--- src/rtl/fetch_ctrl_pkg.sv ---
// rtl/fetch_ctrl_pkg.sv - shared types and constants for the fetch controller
package fetch_ctrl_pkg;

   typedef enum logic [1:0] {
      BOOT      = 2'd0,
      RUN       = 2'd1,
      IMEM_WAIT = 2'd2
   } fetch_state_t;

   localparam logic [31:0] RESET_PC_DEFAULT = 32'h0000_3000;
   localparam logic [31:0] PC_INC           = 32'd4;

   // Redirect targets are always word aligned before they reach the PC
   function automatic logic [31:0] align_target(input logic [31:0] target);
      return target & ~32'd3;
   endfunction

   function automatic logic is_misaligned(input logic [1:0] low_bits);
      return low_bits != 2'b00;
   endfunction

endpackage

--- src/rtl/sat_counter.sv ---
// rtl/sat_counter.sv - saturating up counter with synchronous clear
module sat_counter #(
   parameter int CNT_W = 16
) (
   input  logic             clk,
   input  logic             clear,
   input  logic             inc,
   output logic [CNT_W-1:0] count
);

   // Count up on inc, stick at all-ones, clear has priority
   always_ff @(posedge clk) begin
      if (clear) begin
         count <= '0;
      end else if (inc && (count != {CNT_W{1'b1}})) begin
         count <= count + CNT_W'(1);
      end
   end

endmodule

--- src/rtl/fetch_ctrl.sv ---
// rtl/fetch_ctrl.sv - PC sequencing, redirect and stall control for the fetch stage
module fetch_ctrl
   import fetch_ctrl_pkg::*;
#(
   parameter logic [31:0] RESET_PC = RESET_PC_DEFAULT,
   parameter int          CNT_W    = 16
) (
   input  logic             clk,
   input  logic             rst,
   input  logic [31:0]      pc,
   input  logic             imem_ready,
   input  logic             load_use,
   input  logic             jump,
   input  logic [31:0]      jump_target,
   input  logic             br_taken,
   input  logic [31:0]      br_target,
   output logic             PCWr,
   output logic [31:0]      NPC,
   output logic             ifid_wr,
   output logic             ifid_flush,
   output logic             idex_flush,
   output logic             misalign,
   output logic [CNT_W-1:0] stall_cnt,
   output logic [CNT_W-1:0] redir_cnt
);

   fetch_state_t state, state_nxt;
   logic         redir_vld, redir_vld_nxt;
   logic [31:0]  redir_buf, redir_buf_nxt;
   logic         stall_inc;
   logic         redir_inc;

   // State and redirect buffer registers; reset drops any pending redirect
   always_ff @(posedge clk) begin
      if (rst) begin
         state     <= BOOT;
         redir_vld <= 1'b0;
         redir_buf <= '0;
      end else begin
         state     <= state_nxt;
         redir_vld <= redir_vld_nxt;
         redir_buf <= redir_buf_nxt;
      end
   end

   // Next-state and control outputs, all combinational so they act in the same cycle
   always_comb begin
      state_nxt     = state;
      redir_vld_nxt = redir_vld;
      redir_buf_nxt = redir_buf;
      PCWr          = 1'b0;
      NPC           = pc + PC_INC;
      ifid_wr       = 1'b0;
      ifid_flush    = 1'b0;
      idex_flush    = 1'b0;
      misalign      = 1'b0;
      redir_inc     = 1'b0;

      if (rst) begin
         NPC        = RESET_PC;
         ifid_flush = 1'b1;
         idex_flush = 1'b1;
         state_nxt  = BOOT;
      end else begin
         unique case (state)
            BOOT: begin
               PCWr       = 1'b1;
               NPC        = RESET_PC;
               ifid_flush = 1'b1;
               idex_flush = 1'b1;
               state_nxt  = RUN;
            end
            RUN: begin
               if (br_taken) begin
                  PCWr       = 1'b1;
                  NPC        = align_target(br_target);
                  misalign   = is_misaligned(br_target[1:0]);
                  ifid_flush = 1'b1;
                  idex_flush = 1'b1;
                  redir_inc  = 1'b1;
               end else if (jump) begin
                  PCWr       = 1'b1;
                  NPC        = align_target(jump_target);
                  misalign   = is_misaligned(jump_target[1:0]);
                  ifid_flush = 1'b1;
                  redir_inc  = 1'b1;
               end else if (load_use) begin
                  idex_flush = 1'b1;
               end else if (!imem_ready) begin
                  ifid_flush = 1'b1;
                  state_nxt  = IMEM_WAIT;
               end else begin
                  PCWr    = 1'b1;
                  ifid_wr = 1'b1;
               end
            end
            IMEM_WAIT: begin
               // ID holds a bubble here, so only EX branches matter
               if (br_taken) begin
                  idex_flush = 1'b1;
                  misalign   = is_misaligned(br_target[1:0]);
               end
               if (imem_ready) begin
                  state_nxt = RUN;
                  PCWr      = 1'b1;
                  if (br_taken || redir_vld) begin
                     NPC           = br_taken ? align_target(br_target) : redir_buf;
                     ifid_flush    = 1'b1;
                     redir_inc     = 1'b1;
                     redir_vld_nxt = 1'b0;
                  end else begin
                     ifid_wr = 1'b1;
                  end
               end else begin
                  ifid_flush = 1'b1;
                  if (br_taken) begin
                     redir_vld_nxt = 1'b1;
                     redir_buf_nxt = align_target(br_target);
                  end
               end
            end
            default: begin
               state_nxt = BOOT;
            end
         endcase
      end
   end

   assign stall_inc = !rst && ((state == RUN) || (state == IMEM_WAIT)) && !PCWr;

   sat_counter #(.CNT_W(CNT_W)) u_stall_cnt (
      .clk   (clk),
      .clear (rst),
      .inc   (stall_inc),
      .count (stall_cnt)
   );

   sat_counter #(.CNT_W(CNT_W)) u_redir_cnt (
      .clk   (clk),
      .clear (rst),
      .inc   (redir_inc),
      .count (redir_cnt)
   );

endmodule

--- config.mk ---
export PLATFORM = sky130hd
export DESIGN_NAME = fetch_ctrl
export DESIGN_NICKNAME = d
export VERILOG_FILES = /design/src/rtl/fetch_ctrl_pkg.sv /design/src/rtl/sat_counter.sv /design/src/rtl/fetch_ctrl.sv
export SDC_FILE = /design/constraint.sdc
export NUM_CORES = 1
export LEC_CHECK = 0
export ABC_AREA = 0
export CAP_MARGIN = 20
export CORE_MARGIN = 1
export CORE_UTILIZATION = 48
export DETAILED_ROUTE_END_ITERATION = 8
export PLACE_DENSITY = 0.94
export SLEW_MARGIN = 15
export SYNTH_ARGS = -nofsm -noshare
export SYNTH_HDL_FRONTEND = slang
export SYNTH_HIERARCHICAL = 1
export SYNTH_SLANG_ARGS = --single-unit
export TNS_END_PERCENT = 10
--- constraint.sdc ---
create_clock -name clk -period 3.1 [get_ports clk]
set_input_delay 0.31 -clock clk [delete_from_list [all_inputs] [get_ports clk]]
set_output_delay 0.31 -clock clk [all_outputs]
set_load 0.02 [all_outputs]
==> results.md, run 1 <==
* Total power at 2430 uW
* Peak Freq at 326 MHz
* Async SR Flop Fraction at 0
* Die H at 107 um
* Gate Count Post-Synth at 714
* Grt total ovfl at 0
* Max-slew headroom at 0.454
* I/O pin count at 171
* DR top layer: met4
* Netlist cell types at 63
* Met3 Wirelength at 2020 um
* First-pass iteration count of the detailed router at 6
* DRT Wirelength at 18,600 um
* Final Hold Viols at 0
* CP endpoint kind: output port
* Cts bufs inserted at 9
* All-Layer GR Usage at 0.310
* Max_cap viols at 0
* Ant diodes at 0
* Final setup viols at 0
* Static Leak at 0.00271 uW
* Clock Skews at 0.00966 ns
* Crit-path max FO at 8
* Post-Place Setup Slack at -0.0356 ns
* Status: finished clean
* Top-count cell post-synth: nand2_1
* Core box area at 0.0108 mm^2
* Vias in the first global route at 5,774
* Clock power frac at 0.352
* Syn Area/Cell at 7.47 um^2
* Synth area leader: dfxtp_1
* Seq. cell area at 0.00134 mm^2
* Critical Path AT at 2.76 ns
* Port bufs at 170
* Area of the multi-input gates at 0.00371 mm^2
* Warnings from Yosys at 6
* CTS Sinks at 67
* Met2 WL at 8850 um
* WP data required at 2.79 ns
* Startpoint types: flip-flop
* Global-route wire length before repair at 28,500 um
* Syn Nets at 823
* CTS tree: built
* Die area at 0.0115 mm^2
* Final RePlAce weighted congestion at 0.892
* Int Power at 1680 uW
* Final min period at 3.07 ns
* Vias at 6,473
* Max VDD drop at 0.000192 V
* Fillers at 826
* Post-DR wirelength/cell at 18.1 um
* Worst-path cell chain: inv_1 > ha_1 > a21oi_1 > buf_4 > o21ai_0 > a22oi_1 > nor2_1 > clkdlybuf4s50_1
* Latest clock arrival within the worst-skew pair at 0.36 ns
* Crit Path Category: reg -> out
* Final nets at 992
* Period Utilization, post-route at 0.991
* Post-synth design cell area at 0.00534 mm^2
* DR vias/cell at 6.30
* Post-DP HPWL at 13,000 um
* Antenna violations before repair at 0
* Root Buffer: clkbuf_8
* Met1 WL at 7140 um
* Initial cell density of the core at 0.492
* DRT iter0 DRCs at 673
* Post-synth EDFFs at 0
* Sequential Power Share at 0.359
* Seq/Total Area, Yosys at 0.251
* Final instance area at 0.00759 mm^2
* Switching share of total power at 0.309
* Slowest stage cell on the critical path: clkdlybuf4s50_1
* Synth top area cells: dfxtp_1, a21oi_1, nand2_1
* Comb power frac at 0.289
* Synth top area share at 0.251
* Synth Flop Type: dfxtp_1
* Die width at 107 um
* Psw at 749 uW
* CP Buf/Inv Count at 3
* H-tree depth at 3
* Post-synth top cells: nand2_1, a21oi_1, dfxtp_1
* Worst-path clk slew at 0.08 ns
* Post-DRT Antenna Nets at 0
* Placed Instance Area at 0.00732 mm^2
* Clock Path Buffers at 2
* Hold Path Class: in -> reg
* Fraction of final layout cells sized beyond drive strength 1 at 0.100
* #FFs+latches synth at 67
* Area Overhead vs Synth at 42.2%
* CP delay by family, top: buffers and inverters
* Measured slew at the worst slew-check pin at 0.812 ns
* Slew Viols, Final at 0
* Power density over the cells at 320 mW/mm^2
* Worst setup margin at 0.0290 ns
* Max stage delay on crit path at 0.55 ns
* Drt drc at 0
* RSZ-0062 raised after global routing: true
* Post-CTS Setup Inserts at 0
* Row count at 38
* Largest net degree at the start of global routing at 70
-- path summary, 6_finish.rpt --
check                 from                    end  slack [ns]  cells past startpoint
max               state[0]                 NPC[8]        0.03                      8
max reg2reg       state[1]  u_stall_cnt/count[11]        0.34                     11
min reg2reg  redir_buf[29]          redir_buf[29]        0.46                      2
min                    rst   u_stall_cnt/count[4]        0.36                      2
-- timing repair --
item / CTS / global route
setup endpoints to repair: 18 / 23
hold buffers: 0 / 0
gates resized for setup: 9 / 18
-- power by group through the flow --
stage | combinational, uW | sequential (uW) | clock [uW]
after global routing | 744 | 873 | 901
after global placement | 678 | 891 | 0
after floorplan | 342 | 893 | 0
after CTS | 688 | 871 | 859
final | 702 | 872 | 854
after detailed placement | 684 | 892 | 0
-- flip-flops by register name, summed over array words and instances (netlist names) --
signal             cells
redir_buf             32
state                  2
u_redir_cnt/count     16
redir_vld              1
u_stall_cnt/count     16
-- kinds of logic (layout without fill, tap and decap cells) --
family / count (synthesis) / in the layout / synth area share
AND/OR/NAND/NOR: 286 / 286 / 0.295
flip-flops: 67 / 67 / 0.251
XOR/XNOR: 31 / 31 / 0.0509
multiplexers: 21 / 21 / 0.0399
AO/OA/AOI/OAI: 233 / 233 / 0.288
adder cells (fa/ha/maj): 7 / 7 / 0.0164
buffers and inverters: 69 / 243 / 0.0575
-- metal layers --
metal,up-vias,track usage
li1,3007,-
met1,3004,0.369
met2,392,0.522
met3,70,0.0823
met4,0,0.137
met5,-,0
-- worst reg2reg max path, delay by kind of cell, from the launching register on --
family                     cells  cell delay, ns
adders and majority gates      1            0.22
muxes                          1            0.37
and+or+nand+nor                4            0.88
DFF                            1            0.38
AOI/OAI and AO/OA              2            0.25
buffers and inverters          3            0.55
-- final cells by class --
class / instances / share of cell area
clock buffers: 10 / 0.0181
clock inverters: 6 / 0.0117
inverters: 16 / 0.00792
multi-input cells: 578 / 0.489
flip-flops and latches: 67 / 0.177
well taps: 140 / 0.0231
repair buffers: 211 / 0.274
-- cells in the final DEF (no fill, tap or decap), drive strengths merged, types with 12 or more instances in the layout --
master         count
o21ai             27
nand2            102
xor2              20
buf               43
inv               16
o22a              21
dfxtp             67
nor2              34
a21oi             89
nand3             29
mux2i             19
nor3              16
nand2b            22
clkdlybuf4s50    150
o32ai             18
o31ai             12
or4               15
nand4             17
a22oi             27
-- per-stage QoR --
stage	setup TNS, ns	std cells	hold slack, ns	utilization
after floorplan	0	714	0.434	-
after global placement	0	1012	0.441	0.675
after detailed placement	-0.0356	1012	0.446	0.675
after CTS	0	1028	0.347	0.696
after global routing	-0.0862	1028	0.371	0.700
final	0	1028	0.355	0.700
Note: power is estimated with default switching activity, not from simulation.
==> inputs of run 2 (changes only) <==
Settings changed: SLEW_MARGIN 15 to 20.
==> results of run 2 <==
Same layout as run 1: the final DEF is identical, and so are final timing and power.
==> inputs of run 3 (changes only) <==
Settings changed: CORE_UTILIZATION 48 to 25, PLACE_DENSITY 0.94 to 0.6, SETUP_SLACK_MARGIN set to 0.4.
==> results.md, run 3 (synthesis results as in run 1) <==
* Die area at 0.0219 mm^2 (was 0.0115 mm^2)
* Core box area at 0.0210 mm^2 (was 0.0108 mm^2)
* Reg2Reg Setup Slack at 0.38 ns (was 0.34 ns)
* Slew Viols, Final at 0 (unchanged)
* Setup_tns at 0 ns (unchanged)
* WHS Path Cells at 2 (unchanged)
* H-tree depth at 3 (unchanged)
* Commonest non-fill, non-tap cells in the layout: clkdlybuf4s50_1, nand2_1, a21oi_1 (unchanged)
* CTS Hold Bufs at 0 (unchanged)
* Worst-path clk slew at 0.06 ns (was 0.08 ns)
* Max_cap viols at 0 (unchanged)
* Die H at 148 um (was 107 um)
* Clock Path Buffers at 2 (unchanged)
* Largest net degree at the start of global routing at 35 (was 70)
* Crit-path max FO at 7 (was 8)
* Area Overhead vs Synth at 48.7% (was 42.2%)
* Slowest stage cell on the critical path: clkdlybuf4s50_1 (unchanged)
* Grt total ovfl at 0 (unchanged)
* Met2 WL at 9640 um (was 8850 um)
* Die width at 148 um (was 107 um)
* CTS tree: built (unchanged)
* Worst-path cell chain: inv_1 > ha_2 > inv_1 > nor2_1 > buf_4 > buf_4 > a221oi_1 > nor2_1 > clkdlybuf4s50_1 (was inv_1 > ha_1 > a21oi_1 > buf_4 > o21ai_0 > a22oi_1 > nor2_1 > clkdlybuf4s50_1)
* Startpoint types: flip-flop (unchanged)
* Period Utilization, post-route at 0.960 (was 0.991)
* Util after Layout at 0.379 (was 0.700)
* Critical Path AT at 2.67 ns (was 2.76 ns)
* CP endpoint kind: output port (unchanged)
* CP Buf/Inv Count at 5 (was 3)
* DRT iter0 DRCs at 445 (was 673)
* Post-DP HPWL at 15,300 um (was 13,000 um)
* Hold path start: rst (unchanged)
* Cts bufs inserted at 9 (unchanged)
* RSZ-0062 raised after global routing: true (unchanged)
* CP delay by family, top: buffers and inverters (unchanged)
* First-pass iteration count of the detailed router at 6 (unchanged)
* Power density over the cells at 339 mW/mm^2 (was 320 mW/mm^2)
* Latest clock arrival within the worst-skew pair at 0.34 ns (was 0.36 ns)
* Global-route wire length before repair at 32,500 um (was 28,500 um)
* Root Buffer: clkbuf_16 (was clkbuf_8)
* Final nets at 1,011 (was 992)
* Max VDD drop at 0.000217 V (was 0.000192 V)
* Max-slew headroom at 0.468 (was 0.454)
* Antenna violations before repair at 1 (was 0)
* Vias at 6,270 (was 6,473)
* Initial cell density of the core at 0.255 (was 0.492)
* Measured slew at the worst slew-check pin at 0.792 ns (was 0.812 ns)
* DRT Wirelength at 21,000 um (was 18,600 um)
* Worst hold path endpoint: redir_buf[8] (was u_stall_cnt/count[4])
* Vias in the first global route at 5,905 (was 5,774)
* Status: finished clean (unchanged)
* Port bufs at 170 (unchanged)
* Ant diodes at 0 (unchanged)
* Worst-case reg-to-reg path depth at 13 (was 11)
* Worst r2r src: state[1] (unchanged)
* Crit Path Category: reg -> out (unchanged)
* Max FFs per register at 32 (unchanged)
* Peak Freq at 336 MHz (was 326 MHz)
* DR top layer: met5 (was met4)
* Fraction of final layout cells sized beyond drive strength 1 at 0.126 (was 0.100)
* WP data required at 2.79 ns (about the same)
* RR Endpoint: u_stall_cnt/count[6] (was u_stall_cnt/count[11])
* Final RePlAce weighted congestion at 0.866 (was 0.892)
* Final setup viols at 0 (unchanged)
* Drt drc at 0 (unchanged)
* Hold Path Class: in -> reg (unchanged)
* Most common cell after layout, fill and taps aside: clkdlybuf4s50_1 (unchanged)
* Post-DR wirelength/cell at 17.8 um (was 18.1 um)
* Final min period at 2.98 ns (was 3.07 ns)
* Max stage delay on crit path at 0.66 ns (was 0.55 ns)
* Total power at 2690 uW (was 2430 uW)
* Static Leak at 0.00274 uW (was 0.00271 uW)
* All-Layer GR Usage at 0.189 (was 0.310)
* Clock Skews at 0.00768 ns (was 0.00966 ns)
* Met3 Wirelength at 1540 um (was 2020 um)
* Register with the most flip-flops: redir_buf (unchanged)
* Final Hold Viols at 0 (unchanged)
* Regs by FF count: redir_buf: 32 flops, u_redir_cnt/count: 16 flops, u_stall_cnt/count: 16 flops (unchanged)
* DR vias/cell at 5.30 (was 6.30)
* Post-DRT Antenna Nets at 0 (unchanged)
* Met1 WL at 9510 um (was 7140 um)
* CTS Sinks at 67 (unchanged)
* I/O pin count at 171 (unchanged)
* Row count at 53 (was 38)
[run 3: cell count changes in the layout (fill, tap and decap cells not counted), moves of 2 or more]
cell             delta
buf_4              +21
dlygate4sd2_1      +11
clkbuf_8           -10
clkbuf_16           +9
dlymetal6s2s_1      -8
clkdlybuf4s50_1     -5
buf_2               +2
ha_1                -2
ha_2                +2
inv_6               +2
[run 3: area by class of cell]
class	instances	area [um^2]
timing repair buffer	230	2160
tap	275	344
clock inverter	7	76.3
sequential	67	1340
inverter	16	63.8
clock buffer	9	225
multi-input combinational	578	3720
fill	2232	13000
[run 3: timing repair]
action | in CTS | in global routing
cloned | 0 | 0
setup endpoints to repair | 40 | 49
resized for setup | 37 | 7
setup buffers | 0 | 0
[run 3: how the worst max path moves through the flow]
stage | start | endpoint | cells past startpoint
2_1_floorplan | state[1] | u_stall_cnt/count[9] | 12
3_3_place_gp | pc[3] | NPC[18] | 9
3_5_place_dp | pc[2] | NPC[23] | 9
4_1_cts | state[1] | PCWr | 9
5_1_grt | state[0] | NPC[2] | 8
6_report | state[1] | NPC[12] | 9
[run 3: stage by stage]
stage / setup slack (ns) / hold WS, ns / cell area, um^2 / std cells
3_5_place_dp: 0.0315 / 0.449 / 7620 / 1166
3_3_place_gp: 0.0118 / 0.441 / 7620 / 1166
2_1_floorplan: 0.447 / 0.434 / 5340 / 714
5_1_grt: 0.0443 / 0.380 / 7930 / 1182
6_report: 0.124 / 0.364 / 7930 / 1182
4_1_cts: 0.134 / 0.352 / 7920 / 1182
[run 3: worst register-to-register path, cell delays in order (launching register included)]
cell and delay (ns):
dfxtp_1 0.39, inv_1 0.09, ha_2 0.23, inv_1 0.08, buf_4 0.30, o21ai_0 0.15
nand2_1 0.10, a21oi_2 0.08, nor2_1 0.20, buf_4 0.17, and4_1 0.26, o41ai_1 0.15
or3_1 0.32, a21oi_1 0.14
[run 3: report_power, final]
group | total, uW | internal, uW | switching [uW]
Sequential | 872 | 866 | 6.30
Combinational | 730 | 347 | 383
Clock | 1090 | 629 | 457
Total | 2690 | 1840 | 847
[run 3: per-layer routing]
layer  vias to the layer above  global-route usage
met3                        23              0.0390
met2                       259               0.308
li1                       3045                   -
met4                         2              0.0588
met1                      2941               0.250
met5                         -                   0
